<file path="src/rtl/velo_descrambler_param.sv">
// velo_descrambler_param
// Self-synchronising frame descrambler for the VELO receive path. Each
// accepted frame is descrambled against the previous descrambled frame
// using a programmable tap set. The block also has a bypass mode, a
// priming/sync FSM, a synchronous resync and a saturating frame counter.
module velo_descrambler_param #(
  parameter int unsigned WIDTH       = 30,
  // Bit k-1 set means a tap at delay k. The mask is 64 bits wide so that
  // taps above the frame width are rejected at elaboration.
  parameter logic [63:0] TAP_MASK    = 64'h0000_0000_3000_6000,
  // Alternating 1010...10 pattern, MSB = 1, taken from the top of a 64-bit pattern.
  parameter logic [WIDTH-1:0] INIT   = WIDTH'({32{2'b10}} >> (64 - WIDTH)),
  parameter int unsigned SYNC_FRAMES = 1
) (
  input  logic             clk_i,
  input  logic             reset,
  input  logic             resync_i,
  input  logic             in_valid_i,
  input  logic             descramble_en_i,
  input  logic [WIDTH-1:0] frame_i,
  output logic [WIDTH-1:0] data_o,
  output logic             valid_o,
  output logic             synced_o,
  output logic [15:0]      frame_cnt_o
);

  localparam int unsigned W_SYNC = 4;
  localparam int unsigned W_CNT  = 16;
  localparam int unsigned W_X    = 2 * WIDTH;
  localparam logic [W_SYNC-1:0] SYNC_LAST = W_SYNC'(SYNC_FRAMES - 1);
  localparam logic [W_CNT-1:0]  CNT_MAX   = {W_CNT{1'b1}};

  // Reject parameter sets that cannot describe a valid descrambler.
  if (WIDTH < 8 || WIDTH > 64) begin : g_bad_width
    $error("velo_descrambler_param: WIDTH must be in 8..64");
  end
  if (TAP_MASK == 64'd0) begin : g_bad_mask_zero
    $error("velo_descrambler_param: TAP_MASK must have at least one tap");
  end
  if (WIDTH < 64) begin : g_mask_range
    if ((TAP_MASK >> WIDTH) != 64'd0) begin : g_bad_mask_range
      $error("velo_descrambler_param: TAP_MASK has a tap deeper than WIDTH");
    end
  end
  if (SYNC_FRAMES < 1 || SYNC_FRAMES > 15) begin : g_bad_sync
    $error("velo_descrambler_param: SYNC_FRAMES must be in 1..15");
  end

  typedef enum logic {
    ST_PRIME = 1'b0,
    ST_RUN   = 1'b1
  } state_t;

  state_t              r_state;
  state_t              w_state_nxt;
  logic [WIDTH-1:0]    r_hist;
  logic [WIDTH-1:0]    r_data;
  logic                r_valid;
  logic [W_SYNC-1:0]   r_sync_cnt;
  logic [W_CNT-1:0]    r_frame_cnt;
  logic [W_X-1:0]      w_x;
  logic [WIDTH-1:0]    w_desc;
  logic                w_accept;
  logic                w_desc_accept;
  logic                w_synced;

  // A frame is accepted only when no resync is requested in the same cycle.
  assign w_accept      = in_valid_i & ~resync_i;
  assign w_desc_accept = w_accept & descramble_en_i;

  // Combinational XOR tree over the concatenated {frame, history} window.
  always_comb begin
    w_x    = {frame_i, r_hist};
    w_desc = '0;
    for (int i = 0; i < int'(WIDTH); i++) begin
      logic v_bit;
      v_bit = frame_i[i];
      for (int k = 1; k <= int'(WIDTH); k++) begin
        if (TAP_MASK[k-1]) begin
          v_bit = v_bit ^ w_x[int'(WIDTH) + i - k];
        end
      end
      w_desc[i] = v_bit;
    end
  end

  // Datapath: output frame, valid pulse and descrambler history.
  always_ff @(posedge clk_i or negedge reset) begin
    if (!reset) begin
      r_hist  <= INIT;
      r_data  <= '0;
      r_valid <= 1'b0;
    end else if (resync_i) begin
      r_hist  <= INIT;
      r_valid <= 1'b0;
    end else if (in_valid_i) begin
      r_valid <= 1'b1;
      if (descramble_en_i) begin
        r_data <= w_desc;
        r_hist <= frame_i;
      end else begin
        r_data <= frame_i;
      end
    end else begin
      r_valid <= 1'b0;
    end
  end

  // Priming counter: counts descrambled frames while the history fills.
  always_ff @(posedge clk_i or negedge reset) begin
    if (!reset) begin
      r_sync_cnt <= '0;
    end else if (resync_i) begin
      r_sync_cnt <= '0;
    end else if (w_desc_accept && (r_state == ST_PRIME)) begin
      r_sync_cnt <= r_sync_cnt + W_SYNC'(1);
    end
  end

  // Saturating count of output frames; resync does not clear it.
  always_ff @(posedge clk_i or negedge reset) begin
    if (!reset) begin
      r_frame_cnt <= '0;
    end else if (w_accept && (r_frame_cnt != CNT_MAX)) begin
      r_frame_cnt <= r_frame_cnt + W_CNT'(1);
    end
  end

  // Sync FSM state register.
  always_ff @(posedge clk_i or negedge reset) begin
    if (!reset) begin
      r_state <= ST_PRIME;
    end else begin
      r_state <= w_state_nxt;
    end
  end

  // Sync FSM next state: leave PRIME on the last priming frame.
  always_comb begin
    w_state_nxt = r_state;
    if (resync_i) begin
      w_state_nxt = ST_PRIME;
    end else begin
      case (r_state)
        ST_PRIME: begin
          if (w_desc_accept && (r_sync_cnt == SYNC_LAST)) begin
            w_state_nxt = ST_RUN;
          end
        end
        ST_RUN:   w_state_nxt = ST_RUN;
        default:  w_state_nxt = ST_PRIME;
      endcase
    end
  end

  // Sync FSM output: synced is a direct decode of the state flop.
  always_comb begin
    w_synced = 1'b0;
    case (r_state)
      ST_RUN:  w_synced = 1'b1;
      default: w_synced = 1'b0;
    endcase
  end

  assign data_o      = r_data;
  assign valid_o     = r_valid;
  assign synced_o    = w_synced;
  assign frame_cnt_o = r_frame_cnt;

endmodule

</file>
<file path="config.mk">
export PLATFORM = sky130hd
export DESIGN_NAME = velo_descrambler_param
export DESIGN_NICKNAME = d
export VERILOG_FILES = /design/src/rtl/velo_descrambler_param.sv
export SDC_FILE = /design/constraint.sdc
export NUM_CORES = 1
export LEC_CHECK = 0
export BUFFER_PORTS_ARGS = -buffer_cell sky130_fd_sc_hd__buf_2
export CORE_ASPECT_RATIO = 0.6
export CORE_MARGIN = 2
export CORE_UTILIZATION = 39
export CTS_BUF_LIST = sky130_fd_sc_hd__clkbuf_16
export DETAILED_ROUTE_END_ITERATION = 16
export SKIP_LAST_GASP = 1
export SYNTH_ARGS = -nofsm -noshare
export SYNTH_HDL_FRONTEND = slang
export SYNTH_SLANG_ARGS = --single-unit
</file>
<file path="constraint.sdc">
create_clock -name clk_i -period 1.45 [get_ports clk_i]
set_input_delay 0.29 -clock clk_i [delete_from_list [all_inputs] [get_ports clk_i]]
set_output_delay 0.29 -clock clk_i [all_outputs]
set_load 0.05 [all_outputs]
</file>
======== After elaboration in Yosys (flattened, before gate mapping) ========
Cells that the tools add are included.
cells by class
  $add $sub $neg .......................... 2
  eq/ne operators ......................... 1
  muxes and demuxes ....................... 12
  bitwise gates (word level) .............. 124
  reduce and logical (&&, ||, !) cells .... 9
operators with widths
  kind                                           number
  two-way mux 30 bit                             4
  bitwise XOR 1 bit                              120
  adder 16 x 1 -> 16 bit, second input constant  1
  inequality test 16 bit, second input constant  1
  two-way mux 4 bit                              2
  nonzero test 2 bit                             3
  two-way mux 1 bit                              5
  adder 4 x 1 -> 4 bit, second input constant    1
  zero test 4 bit                                1
  AND reduction 2 bit                            2
  logical AND 1 bit                              3
  bitwise AND 1 bit                              2
  inverter 1 bit                                 2
  case mux 1 bit (2 select lines)                1
word-level totals
  register bits after elaboration ......... 82
  input port bits ......................... 35
  output and inout port bits .............. 48
  logic and storage cells ................. 154

======== Depth between registers and ports, before layout ========
  depth in word-level cells ............... 7
  mapped depth ............................ 7

======== Worst setup path after synthesis ========
Ideal clock, no wire load.
  path kind ............................... flip-flop to flip-flop
  from .................................... register r_frame_cnt[7] (netlist: frame_cnt_o[7])
  to ...................................... register r_frame_cnt[1] (netlist: frame_cnt_o[1])
  data arrival time ....................... 1.717 ns
  data required time ...................... 1.325 ns
  slack ................................... -0.392 ns
  cell stages (with the launch flop) ...... 5
  buffers on the path ..................... 0
  period minus slack after synthesis ...... 1.842 ns
  cell sequence ........................... dfrtp_1 -> nand4_2 -> nor4_4 -> nor2_2 -> mux2_4
between the ends
  longest elaborated chain between the ends .. 2
RTL lines
  item                    line  source
  from (decl)             60    logic [W_CNT-1:0] r_frame_cnt;
  from (signal assigned)  125   r_frame_cnt <= r_frame_cnt + W_CNT'(1);
  inequality test 16 bit  124   end else if (w_accept && (r_frame_cnt != CNT_MAX)) begin
  logical AND 1 bit       124
Every way passes these cells.
A chain may end at the register's enable or synchronous reset.

======== Worst setup path after layout ========
  from .................................... register r_frame_cnt[7] (netlist: frame_cnt_o[7])
  to ...................................... register r_frame_cnt[15] (netlist: frame_cnt_o[15])
between the ends
  longest elaborated chain between the ends .. 2
  elaborated cells on any way between the ends .. 3
  classes of those cells .................. 1 x add/sub; 1 x eq/ne; 1 x reduce/logical
RTL lines
  item
  branches (longest 2 deep; another with adder 16 x 1 -> 16 bit)
Parallel ways; which one is timed is not known.

==> flow_summary_export.csv <==
group,metric,value,unit
outcome,status,"complete, but fails checks",
outcome,violations,"setup timing",
drt,drc,0,
drt,drt_pass1_iterations,4,
finish,num-fill-cells,1094,
clock_tree,clkTransAtPathRegs,0.06,ns
floorplan,rows,31,
critical_path,arrival,1.70,ns
timing,maxSlewViolCount,0,
timing,rsz0062_at_grt,"true",
floorplan,die_h,89.1,microns
global_routing,grt.overflow.total,0,
clock_tree,cts_sinks,82,
yosys,ys_ff_latch,82,
drt,vias,3971,
finish,fin_nets,663,
yosys,syn_area,4700,sq um
clock_tree,cts_tree,"done",
global_routing,grt.total_usage,0.188,
global_routing,antenna_found_initial,0,
yosys,ys_types,38,
finish,diodes,0,
place,gp_congestion,0.870,
yosys,yosysWarnings,0,
drt,via_per_inst,4.99,
drt,wire_per_inst,15.3,microns
yosys,yosysTopAreaCell,"dfrtp_1",
critical_path,worstPathRequired,1.69,ns
finish,layout-drive-gt1-share,0.359,
floorplan,core-area,11900,sq um
place,portBuffers,82,
yosys,syn_inst,504,
critical_path,worstPathMaxFanout,6,
clock_tree,numCtsBuffers,9,
place,dp_hpwl,8.56,mm
place,dp_slack,-0.0431,ns
finish,areaGrowthSynthToFinish,35.0,%
timing,hold_violations,0,
yosys,post_synth.cell_area_avg,9.33,sq um
critical_path,crit_path_start_kind,"register",
yosys,ys_top_cells_by_area,"dfrtp_1, xnor2_1, dfstp_2, nand2_1, mux2i_1",
place,post-place-cells,775,
global_routing,grt_pass1_vias,3772,
timing,fin_ws,-0.0165,ns
timing,fin_skew,0.00591,ns
power,p_per_area,1260,nW/um^2
critical_path,endpoint_kind,"register",
yosys,seq_area_frac_synth,0.440,
floorplan,initial_core_util,0.395,
timing,setup_viol_count_final,1,
timing,finalSetupTns,-0.0165,ns
timing,relSlewSlack,0.692,
power,total_power,0.00801,W
drt,antenna_left,0,
timing,min_period,1.47,ns
floorplan,pin_count,83,
clock_tree,htree_levels,3,
global_routing,grt_first_pass_wirelength,19.4,mm
critical_path,path_class,"register to register",
timing,clock.fmax,682,MHz
clock_tree,clock_path_buffers,2,
yosys,syn_nets,542,
clock_tree,cts-root-buf,"clkbuf_16",
flow_run,maxCapViolCount,0,
min_path,hp-class,"primary input to register",
finish,layoutNonFillerInstCount,795,
power,p_leak,3.10,nW
finish,final_cell_mix,"nand2_1, buf_2, dfrtp_1, buf_4, xnor2_1",
finish,final_common_cell,"nand2_1",
timing,worst_pin_slew,0.457,ns
drt,wirelength,12.2,mm
power,ir_drop,593,uV
timing,fin_crit_sh,1.01,
global_routing,grt_max_degree,42,
floorplan,die-area,13000,sq um
yosys,synth_top_area_share,0.356,
drt,drtIter0Drc,226,
floorplan,die-width,146,microns
clock_tree,clk_latency,0.34,ns
synthesized netlist by cell type, drive strengths merged:
master,count
nand2,95
dfrtp,67
xnor2,60
a21oi,31
and3,27
mux2i,26
clkbuf,23
nor3,21
nand3b,16
or3,16
xor2,16
and2,15
dfstp,15
nor2,14
a211o,12
o21ai,8
inv,6
buf,5
nand3,5
nand4,5
a31oi,4
and4,3
ha,3
mux2,2
nor4,2
and3b,1
nand2b,1
nand4b,1
nor3b,1
o2111ai,1
o22a,1
or2,1
power breakdown:
part | total (W) | switching (W) | internal (W)
logic | 0.00274 | 0.00174 | 0.00100
clock network | 0.00241 | 0.000917 | 0.00149
registers | 0.00286 | 0.000234 | 0.00262
final timing paths:
kind                                 from               to  slack (ns)  cells past startpoint
max reg2reg                frame_cnt_o[7]  frame_cnt_o[15]       -0.02                      4
min                           frame_i[19]       r_hist[19]        0.20                      3
max in group asynchronous           reset       r_hist[13]        0.49                      3
min reg2reg                     data_o[4]        data_o[4]        0.48                      2
max                        frame_cnt_o[7]  frame_cnt_o[15]       -0.02                      4
min in group asynchronous           reset  frame_cnt_o[15]        0.40                      2
timing repair:
item | 4_1_cts | 5_1_grt
hold buffers | 1 | 0
endpoints found under the setup margin | 10 | 33
setup buffers | 1 | 2
pin swaps | 0 | 20
resized for setup | 3 | 43
hold endpoints to repair | 15 | 0
worst max-delay path, stage by stage (launching register included):
cell and delay, ns:
dfrtp_2 0.44, and4_1 0.23, nand4_1 0.23, nor3_2 0.24, xor2_1 0.23
state kept, by name (all words and copies together) (netlist names):
signal	flops
r_hist	30
r_sync_cnt	4
data_o	30
r_state	1
frame_cnt_o	16
valid_o	1
per-layer routing:
layer / vias to the layer above / GRT usage / routed length, microns
met5: - / 0 / 0
met4: 0 / 0.0428 / 87
met3: 9 / 0.0408 / 473
met2: 72 / 0.295 / 5460
met1: 1929 / 0.270 / 6150
li1: 1961 / - / -
cells by family (layout without fill, tap and decap cells):
| family | count (synthesis) | in the layout | synth area share |
|---|---|---|---|
| xor+xnor | 76 | 76 | 0.141 |
| simple gates | 224 | 224 | 0.248 |
| compound gates | 57 | 57 | 0.0729 |
| fa+ha+maj | 3 | 3 | 0.00798 |
| mux | 28 | 28 | 0.0609 |
| buf+inv | 34 | 160 | 0.0285 |
| flops | 82 | 82 | 0.440 |
per-stage QoR:
| step | hold slack [ns] | utilization | cell area, sq um |
|---|---|---|---|
| after floorplan | -0.00559 | - | 4740 |
| after global placement | 0.222 | 0.481 | 5730 |
| after detailed placement | 0.230 | 0.481 | 5730 |
| after CTS | 0.184 | 0.510 | 6070 |
| after global routing | 0.212 | 0.533 | 6350 |
| final | 0.198 | 0.533 | 6350 |
layout make-up:
class / count / area (sq um) / area share
Sequential cell: 82 / 2090 / 0.329
Clock inverter: 7 / 86.3 / 0.0136
Inverter: 6 / 22.5 / 0.00355
Multi-Input combinational cell: 388 / 2790 / 0.439
Tap cell: 165 / 206 / 0.0325
Clock buffer: 9 / 225 / 0.0355
Timing Repair Buffer: 138 / 930 / 0.146
Power figures use the tool's default switching activity.
